**config.mk**
```make
export PLATFORM = sky130hd
export DESIGN_NAME = seq_controller
export DESIGN_NICKNAME = d
export VERILOG_FILES = /design/src/rtl/seq_ctrl_pkg.sv /design/src/rtl/mem_timeout_ctr.sv /design/src/rtl/seq_controller.sv
export SDC_FILE = /design/constraint.sdc
export NUM_CORES = 1
export LEC_CHECK = 0
export ABC_AREA = 0
export BUFFER_PORTS_ARGS = -buffer_cell sky130_fd_sc_hd__buf_4
export CAP_MARGIN = 20
export CORE_MARGIN = 2
export CORE_UTILIZATION = 40
export DETAILED_ROUTE_END_ITERATION = 6
export GPL_TIMING_DRIVEN = 0
export HOLD_SLACK_MARGIN = 0.12
export SLEW_MARGIN = 20
export SYNTH_ARGS = -nofsm -noshare
export SYNTH_HDL_FRONTEND = slang
export SYNTH_SLANG_ARGS = --single-unit
```
**constraint.sdc**
```tcl
create_clock -name clk -period 1.7 [get_ports clk]
set_clock_uncertainty 0.05 [all_clocks]
set_input_delay 0.085 -clock clk [delete_from_list [all_inputs] [get_ports clk]]
set_output_delay 0.085 -clock clk [all_outputs]
set_load 0.01 [all_outputs]
```
**src/rtl/seq_ctrl_pkg.sv**
```systemverilog
// Shared definitions for the simple-CPU sequencer.
//   state_t     : controller FSM states
//   instr_t     : decoded instruction class
//   OP_* / AO_* : opcode and ALU_op field values
//   RM/RD/RN    : reg_sel encodings
//   WB_*        : wb_sel encodings
//   decode_instr: maps {opcode, ALU_op} to an instruction class
package seq_ctrl_pkg;

    typedef enum logic [3:0] {
        S_WAIT, S_DEC, S_WRI, S_LA, S_LB, S_LC, S_WR, S_ST,
        S_AC, S_AD, S_MEM, S_WRM, S_LBD, S_SC
    } state_t;

    typedef enum logic [3:0] {
        I_ILL, I_MOVI, I_MOV, I_ADD, I_CMP, I_AND, I_MVN, I_LDR, I_STR
    } instr_t;

    localparam logic [2:0] OP_MOV = 3'b110;
    localparam logic [2:0] OP_ALU = 3'b101;
    localparam logic [2:0] OP_LDR = 3'b011;
    localparam logic [2:0] OP_STR = 3'b100;

    localparam logic [1:0] AO_MOVI = 2'b10;
    localparam logic [1:0] AO_MOV  = 2'b00;
    localparam logic [1:0] AO_ADD  = 2'b00;
    localparam logic [1:0] AO_CMP  = 2'b01;
    localparam logic [1:0] AO_AND  = 2'b10;
    localparam logic [1:0] AO_MVN  = 2'b11;
    localparam logic [1:0] AO_MEM  = 2'b00;

    localparam logic [1:0] RM = 2'b00;
    localparam logic [1:0] RD = 2'b01;
    localparam logic [1:0] RN = 2'b10;

    localparam logic [1:0] WB_C   = 2'b00;
    localparam logic [1:0] WB_MEM = 2'b01;
    localparam logic [1:0] WB_IMM = 2'b10;

    function automatic instr_t decode_instr(input logic [2:0] opcode,
                                            input logic [1:0] alu_op);
        instr_t cls;
        cls = I_ILL;
        case (opcode)
            OP_MOV: begin
                if (alu_op == AO_MOVI)     cls = I_MOVI;
                else if (alu_op == AO_MOV) cls = I_MOV;
            end
            OP_ALU: begin
                case (alu_op)
                    AO_ADD:  cls = I_ADD;
                    AO_CMP:  cls = I_CMP;
                    AO_AND:  cls = I_AND;
                    default: cls = I_MVN;
                endcase
            end
            OP_LDR: if (alu_op == AO_MEM) cls = I_LDR;
            OP_STR: if (alu_op == AO_MEM) cls = I_STR;
            default: cls = I_ILL;
        endcase
        return cls;
    endfunction

endpackage

```
**src/rtl/mem_timeout_ctr.sv**
```systemverilog
// Counts cycles spent in the MEM state.
//   clk, rst_n : clock, asynchronous active-low reset
//   clr        : hold count at zero (asserted whenever the FSM is outside MEM)
//   en         : count this cycle (asserted in MEM)
//   expired    : high during the MEM_TIMEOUT-th counted cycle
module mem_timeout_ctr
    import seq_ctrl_pkg::*;
#(
    parameter int MEM_TIMEOUT = 16
) (
    input  logic clk,
    input  logic rst_n,
    input  logic clr,
    input  logic en,
    output logic expired
);

    localparam int CW = $clog2(MEM_TIMEOUT + 1);
    localparam logic [CW-1:0] LAST = CW'(MEM_TIMEOUT - 1);

    // cnt holds (MEM cycle number - 1); it saturates at LAST because the
    // FSM always leaves MEM on the cycle expired is seen.
    logic [CW-1:0] cnt;

    always_ff @(posedge clk or negedge rst_n) begin
        if (!rst_n) begin
            cnt <= '0;
        end else if (clr) begin
            cnt <= '0;
        end else if (en && (cnt != LAST)) begin
            cnt <= cnt + 1'b1;
        end
    end

    assign expired = en && (cnt == LAST);

endmodule

```
**src/rtl/seq_controller.sv**
```systemverilog
// Multi-cycle controller for the simple-CPU datapath.
//   clk, rst_n           : clock, asynchronous active-low reset
//   start                : begin instruction (sampled in WAIT only)
//   opcode, ALU_op       : instruction fields, latched when start is accepted
//   shift_op, Z, N, V    : passed through / reserved, not decoded here
//   mem_ack              : single-cycle memory completion
//   waiting              : high in WAIT
//   reg_sel, wb_sel      : register file read / write-back selects
//   w_en, en_A, en_B, en_C, en_status, en_addr : datapath load enables
//   sel_A, sel_B         : operand overrides (A=0, B=sximm5)
//   mem_req, mem_we      : memory request and write qualifier
//   err                  : sticky illegal-instruction / memory-timeout flag
module seq_controller
    import seq_ctrl_pkg::*;
#(
    parameter int MEM_TIMEOUT   = 16,
    parameter bit STATUS_ON_ALL = 1'b0
) (
    input  logic       clk,
    input  logic       rst_n,
    input  logic       start,
    input  logic [2:0] opcode,
    input  logic [1:0] ALU_op,
    input  logic [1:0] shift_op,
    input  logic       Z,
    input  logic       N,
    input  logic       V,
    input  logic       mem_ack,
    output logic       waiting,
    output logic [1:0] reg_sel,
    output logic [1:0] wb_sel,
    output logic       w_en,
    output logic       en_A,
    output logic       en_B,
    output logic       en_C,
    output logic       en_status,
    output logic       sel_A,
    output logic       sel_B,
    output logic       en_addr,
    output logic       mem_req,
    output logic       mem_we,
    output logic       err
);

    state_t state, next_state;
    instr_t instr;
    logic   accept;
    logic   err_set;
    logic   expired;

    // Shift field and status flags are not used by the sequencing.
    logic unused_inputs;
    assign unused_inputs = ^{shift_op, Z, N, V};

    assign accept = (state == S_WAIT) && start;

    mem_timeout_ctr #(.MEM_TIMEOUT(MEM_TIMEOUT)) u_timeout (
        .clk     (clk),
        .rst_n   (rst_n),
        .clr     (state != S_MEM),
        .en      (state == S_MEM),
        .expired (expired)
    );

    always_ff @(posedge clk or negedge rst_n) begin
        if (!rst_n) begin
            state <= S_WAIT;
            instr <= I_ILL;
            err   <= 1'b0;
        end else begin
            state <= next_state;
            if (accept) begin
                instr <= decode_instr(opcode, ALU_op);
                err   <= 1'b0;
            end else if (err_set) begin
                err <= 1'b1;
            end
        end
    end

    always_comb begin
        next_state = state;
        err_set    = 1'b0;
        waiting    = 1'b0;
        reg_sel    = RM;
        wb_sel     = WB_C;
        w_en       = 1'b0;
        en_A       = 1'b0;
        en_B       = 1'b0;
        en_C       = 1'b0;
        en_status  = 1'b0;
        sel_A      = 1'b0;
        sel_B      = 1'b0;
        en_addr    = 1'b0;
        mem_req    = 1'b0;
        mem_we     = 1'b0;

        case (state)
            S_WAIT: begin
                waiting = 1'b1;
                if (start) next_state = S_DEC;
            end
            S_DEC: begin
                case (instr)
                    I_MOVI:                      next_state = S_WRI;
                    I_MOV, I_MVN:                next_state = S_LB;
                    I_ADD, I_AND, I_CMP,
                    I_LDR, I_STR:                next_state = S_LA;
                    default: begin
                        next_state = S_WAIT;
                        err_set    = 1'b1;
                    end
                endcase
            end
            S_WRI: begin
                reg_sel    = RN;
                wb_sel     = WB_IMM;
                w_en       = 1'b1;
                next_state = S_WAIT;
            end
            S_LA: begin
                reg_sel    = RN;
                en_A       = 1'b1;
                next_state = (instr == I_LDR || instr == I_STR) ? S_AC : S_LB;
            end
            S_LB: begin
                reg_sel    = RM;
                en_B       = 1'b1;
                next_state = (instr == I_CMP) ? S_ST : S_LC;
            end
            S_LC: begin
                en_C       = 1'b1;
                en_status  = STATUS_ON_ALL &&
                             (instr == I_ADD || instr == I_AND || instr == I_MVN);
                next_state = S_WR;
            end
            S_WR: begin
                reg_sel    = RD;
                wb_sel     = WB_C;
                w_en       = 1'b1;
                next_state = S_WAIT;
            end
            S_ST: begin
                en_status  = 1'b1;
                next_state = S_WAIT;
            end
            S_AC: begin
                sel_B      = 1'b1;
                en_C       = 1'b1;
                next_state = S_AD;
            end
            S_AD: begin
                en_addr    = 1'b1;
                next_state = (instr == I_STR) ? S_LBD : S_MEM;
            end
            S_LBD: begin
                reg_sel    = RD;
                en_B       = 1'b1;
                next_state = S_SC;
            end
            S_SC: begin
                sel_A      = 1'b1;
                en_C       = 1'b1;
                next_state = S_MEM;
            end
            S_MEM: begin
                mem_req = 1'b1;
                mem_we  = (instr == I_STR);
                // An ack on the last allowed cycle still completes normally.
                if (mem_ack) begin
                    next_state = (instr == I_LDR) ? S_WRM : S_WAIT;
                end else if (expired) begin
                    next_state = S_WAIT;
                    err_set    = 1'b1;
                end
            end
            S_WRM: begin
                reg_sel    = RD;
                wb_sel     = WB_MEM;
                w_en       = 1'b1;
                next_state = S_WAIT;
            end
            default: next_state = S_WAIT;
        endcase
    end

endmodule

```
## After elaboration in Yosys (flattened, before gate mapping)

Index checks and enable logic that the tools add are counted.

| operators by class | value |
|---|---|
| add/subtract/negate cells | 1 |
| divide/modulo/power cells | 0 |
| reductions and logical operators | 17 |
| shifts and indexed selects | 0 |
| equal/unequal tests | 32 |
| multiplexer cells | 36 |
| bitwise logic cells | 0 |
| multiply operators | 0 |
| $lt $le $gt $ge | 0 |

Operator list:

| cell | count |
|---|---|
| one-hot mux 4 bit (10 select lines) | 1 |
| == test 4 x 3 -> 1 bit, second input constant | 8 |
| == test 4 bit, second input constant | 7 |
| two-way mux 4 bit | 6 |
| one-hot mux 3 bit (3 select lines) | 2 |
| == test 4 x 2 -> 1 bit, second input constant | 4 |
| two-way mux 1 bit | 16 |
| one-hot mux 4 bit (4 select lines) | 1 |
| two-way mux 5 bit | 2 |
| == test 3 bit, second input constant | 3 |
| OR reduction 3 bit | 3 |
| == test 4 x 1 -> 1 bit, second input constant | 2 |
| one-hot mux 2 bit (2 select lines) | 2 |
| OR reduction 8 bit | 1 |
| two-way mux 2 bit | 3 |
| two-way mux 3 bit | 2 |
| OR reduction 2 bit | 3 |
| adder 5 x 1 -> 5 bit, second input constant | 1 |
| == test 5 x 4 -> 1 bit, second input constant | 1 |
| != test 5 x 4 -> 1 bit, second input constant | 1 |
| OR reduction 5 bit | 1 |
| zero test 4 bit | 1 |
| != test 4 bit, second input constant | 1 |
| nonzero test 2 bit | 2 |
| other kinds (10) | 12 |

| word-level totals | value |
|---|---|
| word-level logic and storage cells | 90 |
| bits in registers | 14 |
| input bits | 14 |
| bits in read-only memories | 0 |
| memories | 0 |
| output and inout bits | 16 |
| RAM bits | 0 |
| latch bits | 0 |

## Longest topological paths before layout

Gate-level depths: netlist of run 1.

| logic depth | value |
|---|---|
| word-level depth | 7 |
| depth in mapped cells | 7 |
| depth with buffers taken out | 6 |

## Cells and area by module

Synthesis of run 1 repeated with hierarchy kept, for this count alone.

| unflattened totals | value |
|---|---|
| cells, all modules | 136 |
| area, all modules | 1,118.6 µm² |

By module, submodules not included:

| module | instances | area an instance (µm²) | seq. area each (µm²) | cells an instance |
|---|---|---|---|---|
| seq_controller | 1 | 843.3 | 225.2 | 112 |
| mem_timeout_ctr | 1 | 275.3 | 125.1 | 24 |

## Worst setup path after synthesis of run 1

OpenSTA, ideal clock, no wires.

| timing path | value |
|---|---|
| kind | reg-to-reg |
| start | register u_timeout.cnt[0] |
| end | register u_timeout.cnt[3] |
| setup time | 0.118 ns |
| stages on the path, launching flop included | 8 |
| required time | 1.532 ns |
| buffers on the path | 1 |
| data arrival time | 1.423 ns |
| clock period less this slack | 1.591 ns |
| path slack | 0.109 ns |
| cell sequence | dfrtp_1 -> ha_1 -> and3_1 -> ha_1 -> clkbuf_8 -> nand4b_1 -> xor2_1 -> nor2_1 |

| on the way | value |
|---|---|
| longest elaborated chain between the ends | 3 |
| elaborated cells on any way between the ends | 6 |
| classes of those cells | 1 x add/sub; 1 x eq/ne; 2 x mux; 2 x reduce/logical |

RTL lines:

| element | RTL line | text |
|---|---|---|
| start, declared | mem_timeout_ctr.sv:23 | `logic [CW-1:0] cnt;` |
| start signal, assigned | mem_timeout_ctr.sv:31 | `cnt <= cnt + 1'b1;` |
| adder 5 x 1 -> 5 bit / != test 5 x 4 -> 1 bit (equally long branches) | mem_timeout_ctr.sv:31, mem_timeout_ctr.sv:30 |  |
| two-way mux 5 bit / logical AND 1 bit (equally long branches) | mem_timeout_ctr.sv:30 | `end else if (en && (cnt != LAST)) begin` |
| two-way mux 5 bit / nonzero test 2 bit (equally long branches) | n/a |  |

Several ways; a longest one is shown, not always the timed one. The select of a mux whose other input is x is not followed.
A chain may end at the register's enable or synchronous reset.

## Worst setup path after layout of run 1

| timing path | value |
|---|---|
| start | register instr[0] |
| end | output port mem_we |

| on the way | value |
|---|---|
| longest elaborated chain between the ends | 2 |

RTL lines:

| element | RTL line | text |
|---|---|---|
| start, declared | seq_controller.sv:46 | `instr_t instr;` |
| start signal, assigned | seq_controller.sv:73 | `instr <= decode_instr(opcode, ALU_op);` |
| == test 4 bit | seq_controller.sv:168 | `mem_we = (instr == I_STR);` |
| two-way mux 1 bit | seq_controller.sv:98 | `case (state)` |
| end, declared | seq_controller.sv:41 | `output logic mem_we,` |

Every way passes these cells.

==> flow_metrics.tcl, run 1 <==
set metrics [dict create \
    outcome "complete, no violations" \
    drt_iter0_markers 18 \
    critical_path_required_ps 1560 \
    synthFlopType "dfrtp_1" \
    placed_cells 187 \
    max_slew.worst_pin.slew_ps 359 \
    postSynthAreaPerCell_um2 8.25 \
    path_max_fanout 8 \
    crit_family "simple AND/OR/NAND/NOR gates" \
    powerDensity_mw_per_mm2 1120 \
    globalRouteTotalUtil_pct 16.7 \
    avgRoutedWirePerCell_um 12.9 \
    areaGrowthSynthToFinish_pct 39.5 \
    yosys.area.top_type_share_pct 31.9 \
    cts_max_level 1 \
    cp-end-kind "primary output" \
    yosysMostFrequentCell "nor2_1" \
    diodes 0 \
    cp_slowest_cell "or4b_4" \
    dieArea_mm2 0.00318 \
    antenna_found_initial 0 \
    crit_buf_inv 2 \
    die_w_um 56.4 \
    cp_data_arrival_time_ps 1530 \
    coreArea_mm2 0.00254 \
    drv_cap 0 \
    io_pins 30 \
    cts_sinks 14 \
    die_h_um 56.4 \
    cts_root_buffer "clkbuf_4" \
    synthArstFlopShare_pct 100 \
    synth_edf_count 0 \
    crit_type "reg2out" \
    vias 1055 \
    clock_latency_ps 280 \
    rows 18 \
    fillerInstances 252 \
    max_freq_ghz 0.600 \
    leakage_nw 0.710 \
    numCtsBuffers 3 \
    ys_warn_count 0 \
    final_layout_size_suffix_gt1_share_pct 37.9 \
    clockBufferDepth 2 \
    finalSetupViolations 0 \
    grt-ovfl-total 0 \
    cpPeakStageDelay_ps 530 \
    synth.area.top_cells "dfrtp_1 (32%), nor2_1 (6.5%), nand2_1 (5.1%)" \
    port_buffers 24 \
    dp_hpwl_mm 1.89 \
    yosys_register_bits 14 \
    hold_violations 0 \
    r2r_start "instr[0]$_DFFE_PN0P_" \
    final_cells 204 \
    synth_top_cell_by_area "dfrtp_1" \
    startpoint "instr[0]$_DFFE_PN0P_" \
    drtAntennaViolNets 0 \
    cts_tree "built" \
    synth.distinct_cells 43 \
    drv_slew 0 \
    start_util_pct 43.1 \
    synth_nets 151 \
    vdd_drop_max_uv 887 \
    final_nets 193 \
    finalCritPeriodShare_pct 98.0 \
    critPathLaunchType "flop" \
    grt_pass1_vias 956 \
    max_slew_margin_pct 75.9 \
    drc 0 \
    min_path_type "in2async" \
    drt-total-wl_mm 2.63 \
    cts.reportedPaths.clkPinSlew_ps 90 \
    synthesis.area_mm2 0.00110 \
    grt_pass1_wl_mm 4.26 \
    grt_max_degree 15 \
    drt_pass1_iterations 4 \
    ys_seq_area_share_pct 31.9 \
    period_minus_slack_ps 1670 \
    via_per_inst 5.17 \
    syn_inst 133 \
    rsz0062_at_grt "true" \
    whs_ps 128 \
    synthTopCellsByCount "nor2_1 (19), nand2_1 (15), dfrtp_1 (14)" \
    path_cells "buf_6 > or4b_4 > nor2_2 > buf_4" \
    gp_congestion 0.790 \
]
worst reg2reg max path, delay by kind of cell (launching register included):
family	cells	cell delay, ps
flops	1	380
compound gates	3	290
simple gates	1	530
buf+inv	2	300
metal layers:
layer,share of wire [%],track usage (%),up-vias
li1,-,-,541
met1,48,23.1,499
met2,49,26.7,13
met3,2.9,4.84,2
met4,0.57,2.04,0
met5,0,0,-
area by class of cell:
cell class / count / area [µm²] / share of cell area [%]
plain buffers: 6 / 55.1 / 3.60
clock buffers: 4 / 36.3 / 2.37
inverters: 8 / 35.0 / 2.29
multi-input cells: 103 / 692 / 45.2
flip-flops and latches: 14 / 354 / 23.1
well taps: 30 / 37.5 / 2.45
repair buffers: 39 / 320 / 20.9
stage by stage:
stage          worst slack (ps)  power, W  cell area (µm²)  TNS, ps  utilization, %
6_report                   33.9   0.00172             1530        0            60.1
5_1_grt                   -17.2   0.00187             1530    -18.3            60.1
4_1_cts                    7.07   0.00164             1480        0            58.0
3_5_place_dp               31.5   0.00136             1320        0            51.7
3_3_place_gp               40.5   0.00134             1320        0            51.7
2_1_floorplan               109   0.00109             1100        0               -
repair_timing:
action | CTS | global route
buffers inserted | 6 | 3
pin swaps | 1 | 4
endpoints found under the hold margin | 20 | 0
hold buffers | 6 | 0
endpoints found under the setup margin | 4 | 7
resized for setup | 5 | 15
cell families (layout without fill, tap and decap cells):
group                    after synthesis  in the layout  share of synthesized area, %
AO/OA/AOI/OAI                         27             27                          15.6
XOR/XNOR                               5              5                          3.99
buffers and inverters                 16             57                          9.24
flip-flops                            14             14                          31.9
AND/OR/NAND/NOR                       65             65                          32.8
multiplexers                           2              2                          1.82
adder cells (fa/ha/maj)                4              4                          4.56
cell usage in the layout (no fill, tap or decap), types with 2 or more instances in the layout:
cell	n
o211ai_1	2
a31oi_1	4
a21oi_1	7
inv_1	7
nand2_1	13
dlygate4sd3_1	6
nor2b_1	2
dfrtp_2	3
nand2b_1	3
nand4b_1	2
ha_1	2
dfrtp_1	11
clkbuf_4	3
ha_2	2
nor3_1	4
nand3_1	4
xnor2_1	2
xor2_1	3
buf_2	2
buf_4	33
buf_6	2
nand3b_1	3
mux2i_1	2
o21ai_0	5
nor2_1	17
nand2_2	2
flip-flops by register name, summed over array words and instances, names as in the netlist:
| name | count |
|---|---|
| err | 1 |
| state | 4 |
| instr | 4 |
| u_timeout.cnt | 5 |
power by group:
part	leakage, nW	switching [W]	internal (W)
sequential	0.184	0.000105	0.000416
combinational	0.505	0.000477	0.000481
clock	0.0210	0.000110	0.000130
total	0.710	0.000691	0.00103
path summary, 6_finish.rpt:
check / endpoint / slack [ps] / cells past startpoint
setup reg to reg: state[1]$_DFFE_PN0P_ / 70 / 6
min in group clk: instr[1]$_DFFE_PN0P_ / 300 / 6
max in group asynchronous: state[0]$_DFFE_PN0P_ / 1270 / 2
hold / removal: u_timeout.cnt[2]$_DFFE_PN0P_ / 130 / 2
setup / recovery: mem_we / 30 / 4
hold reg to reg: u_timeout.cnt[4]$_DFFE_PN0P_ / 490 / 2
No activity file was read; power rests on OpenSTA's default activity.
==> run 2, diff against run 1 <==
--- a/config.mk
+++ b/config.mk
@@ -5,7 +5,7 @@
 export SDC_FILE = /design/constraint.sdc
 export NUM_CORES = 1
 export LEC_CHECK = 0
-export ABC_AREA = 0
+export ABC_AREA = 1
 export BUFFER_PORTS_ARGS = -buffer_cell sky130_fd_sc_hd__buf_4
 export CAP_MARGIN = 20
 export CORE_MARGIN = 2
==> run 2 against run 1 <==
  * Synthesized cell count increased by 19%
  * Utilization decreased by 6.8 points
  * Cell count increased by 6.4%
  * Sequential power decreased by 0.8%
  * Register-to-register slack improved by 100 ps
  * Sequential share of layout area increased by 3.6 points
  * Fmax increased by 5.4%
  * Combinational power decreased by 7.5%
  * Global-route usage increased by 4.0 points
  * Critical path type unchanged
  * Highest routed layer unchanged
  * Non-clock buffer count decreased by 18
  * Hold slack got worse by 7.5 ps
  * Critical endpoint is now w_en
==> flow_metrics.tcl, run 2 <==
set metrics [dict create \
    via_per_inst 5.13 \
    seqCellArea_um2 350 \
    leakage_nw 0.677 \
    coreArea_mm2 0.00245 \
    postSynthAreaPerCell_um2 6.49 \
    cts_max_level 1 \
    grt.busiest_layer "met2" \
    rows 18 \
    grtUsageMet1_pct 22.9 \
    rsz0062_at_grt "false" \
    synthTopCellsByCount "nor2_1 (35), nand2_1 (29), inv_1 (24)" \
    totalPowerFinal_w 0.00159 \
    dieArea_mm2 0.00299 \
    drt_pass1_iterations 4 \
    crit_type "reg2out" \
    synth_xor_area_share_pct 0 \
    die_w_um 54.6 \
    tns_ps 0 \
    outcome "complete, no violations" \
    vias 1113 \
    muxShareOfSynthArea_pct 0 \
    hold_violations 0 \
    cts_root_buffer "clkbuf_4" \
    final_nets 207 \
    synth_top_cell_by_area "dfrtp_1" \
    period_minus_slack_ps 1580 \
    grt-ovfl-total 0 \
    drt-total-wl_mm 2.57 \
    clock_latency_ps 270 \
    ys_warn_count 0 \
    largestRegisters "u_timeout.cnt x5, instr x4, state x4" \
    synth_compound_area_share_pct 12.7 \
    clockBufferDepth 2 \
    syn_inst 158 \
    drc 0 \
    finalCritPeriodShare_pct 92.9 \
    synth_edf_count 0 \
    vdd_drop_max_uv 685 \
    whs_ps 121 \
    globalRouteTotalUtil_pct 20.7 \
    ys_seq_area_share_pct 34.1 \
    cp_data_arrival_time_ps 1450 \
    start_util_pct 41.8 \
    path_max_fanout 6 \
    layout_common_cells "nor2_1 (33), nand2_1 (29), inv_1 (24), buf_4 (24), dfrtp_1 (14)" \
    io_pins 30 \
    fillerInstances 250 \
    synth_nets 176 \
    synthesis.area_mm2 0.00103 \
    post-cts-setup-buffers 0 \
    synth.area.top_cells "dfrtp_1 (34%), nor2_1 (13%), nand2_1 (11%)" \
    use_met2_pct 37.9 \
    yosysMostFrequentCell "nor2_1" \
    gp_congestion 0.770 \
    diodes 0 \
    antenna_found_initial 0 \
    cts_tree "built" \
    grt_max_degree 15 \
    design_area_mm2 0.00131 \
    finalSetupViolations 0 \
    max_slew_margin_pct 78.4 \
    areaGrowthSynthToFinish_pct 27.7 \
    max_slew.worst_pin.slew_ps 323 \
    dpl_cell_area_mm2 0.00124 \
    cts_sinks 14 \
    synthAdderAreaFrac_pct 4.88 \
    drv_slew 0 \
    final_common_cell "nor2_1" \
    grt_pass1_vias 1043 \
    port_buffers 24 \
    yosys.area.top_type_share_pct 34.1 \
    grt.met3_usage_pct 3.28 \
    cp-end-kind "primary output" \
    final_layout_size_suffix_gt1_share_pct 20.3 \
    avgRoutedWirePerCell_um 11.8 \
    yosys_register_bits 14 \
    drtAntennaViolNets 0 \
    critical_path_required_ps 1560 \
    multi_input_area_um2 592 \
    min_path_type "in2reg" \
    synthArstFlopShare_pct 100 \
    powerDensity_mw_per_mm2 1210 \
    synth-simple-area-share_pct 38.4 \
    critPathLaunchType "flop" \
    numCtsBuffers 3 \
    cts.reportedPaths.clkPinSlew_ps 80 \
    max_freq_ghz 0.633 \
    synthFlopType "dfrtp_1" \
    grt_pass1_wl_mm 4.34 \
    largest_reg_flops 5 \
    synth_top_family_by_area "simple AND/OR/NAND/NOR gates" \
    drt_iter0_markers 22 \
    dp_hpwl_mm 2.06 \
    drv_cap 0 \
    regMostFlops "u_timeout.cnt" \
    synth.distinct_cells 21 \
    die_h_um 54.6 \
]
-- run 2: cell types whose count changed after synthesis, sizes merged, moves of 5 or more --
cell / delta
buf: -6
inv: +18
nand2: +16
nand3: +8
nand4: +5
nor2: +19
o21ai: +5
-- run 2: layout make-up --
type	count	area share, %
tap	30	2.87
sequential	14	26.7
multi-input combinational	117	45.2
inverter	26	7.45
clock buffer	3	1.72
timing repair buffer	27	16.0
-- run 2: logic make-up after synthesis --
kind of cell / Yosys count
AOI/OAI and AO/OA: 24
adders and majority gates: 4
buffers and inverters: 27
DFF: 14
and+or+nand+nor: 89
-- run 2: worst max-delay path: stages (launching register included) --
cell and delay, ps:
dfrtp_1 400, inv_2 90, nand2_2 150, nor2_1 80, a31oi_1 180, o21ai_0 110
buf_4 150
-- run 2: path summary, 6_finish.rpt --
check / start / end / slack (ps) / cells after the start
setup / recovery: state[2]$_DFFE_PN0P_ / w_en / 120 / 6
hold / removal: mem_ack / state[3]$_DFFE_PN0P_ / 120 / 5
hold reg to reg: u_timeout.cnt[4]$_DFFE_PN0P_ / u_timeout.cnt[4]$_DFFE_PN0P_ / 490 / 2
min in group asynchronous: rst_n / err$_DFFE_PN0P_ / 160 / 2
max in group asynchronous: rst_n / state[0]$_DFFE_PN0P_ / 1270 / 2
setup reg to reg: u_timeout.cnt[0]$_DFFE_PN0P_ / state[0]$_DFFE_PN0P_ / 170 / 8
-- run 2: repair_timing --
action,4_1_cts,5_1_grt
hold buffers,3,0
setup endpoints to repair,2,7
hold endpoints to repair,16,0
resized for setup,0,4
-- run 2: routing by layer --
metal  vias to the layer above  share of wire, %
li1                        571                 -
met1                       506                43
met2                        30                50
met3                         6               4.4
met4                         0               2.2
met5                         -                 0
-- run 2: per-stage QoR --
step | setup slack (ps) | utilization (%) | std cells
2_1_floorplan | 180 | - | 158
3_3_place_gp | -29.2 | 50.7 | 212
3_5_place_dp | -49.3 | 50.7 | 212
4_1_cts | 38.2 | 52.7 | 217
5_1_grt | 34.4 | 53.4 | 217
6_report | 120 | 53.4 | 217
-- run 2: power by group --
| group | switching [W] | internal (W) |
|---|---|---|
| combinational | 0.000564 | 0.000323 |
| sequential | 0.0000913 | 0.000425 |
| clock | 0.000102 | 0.0000821 |
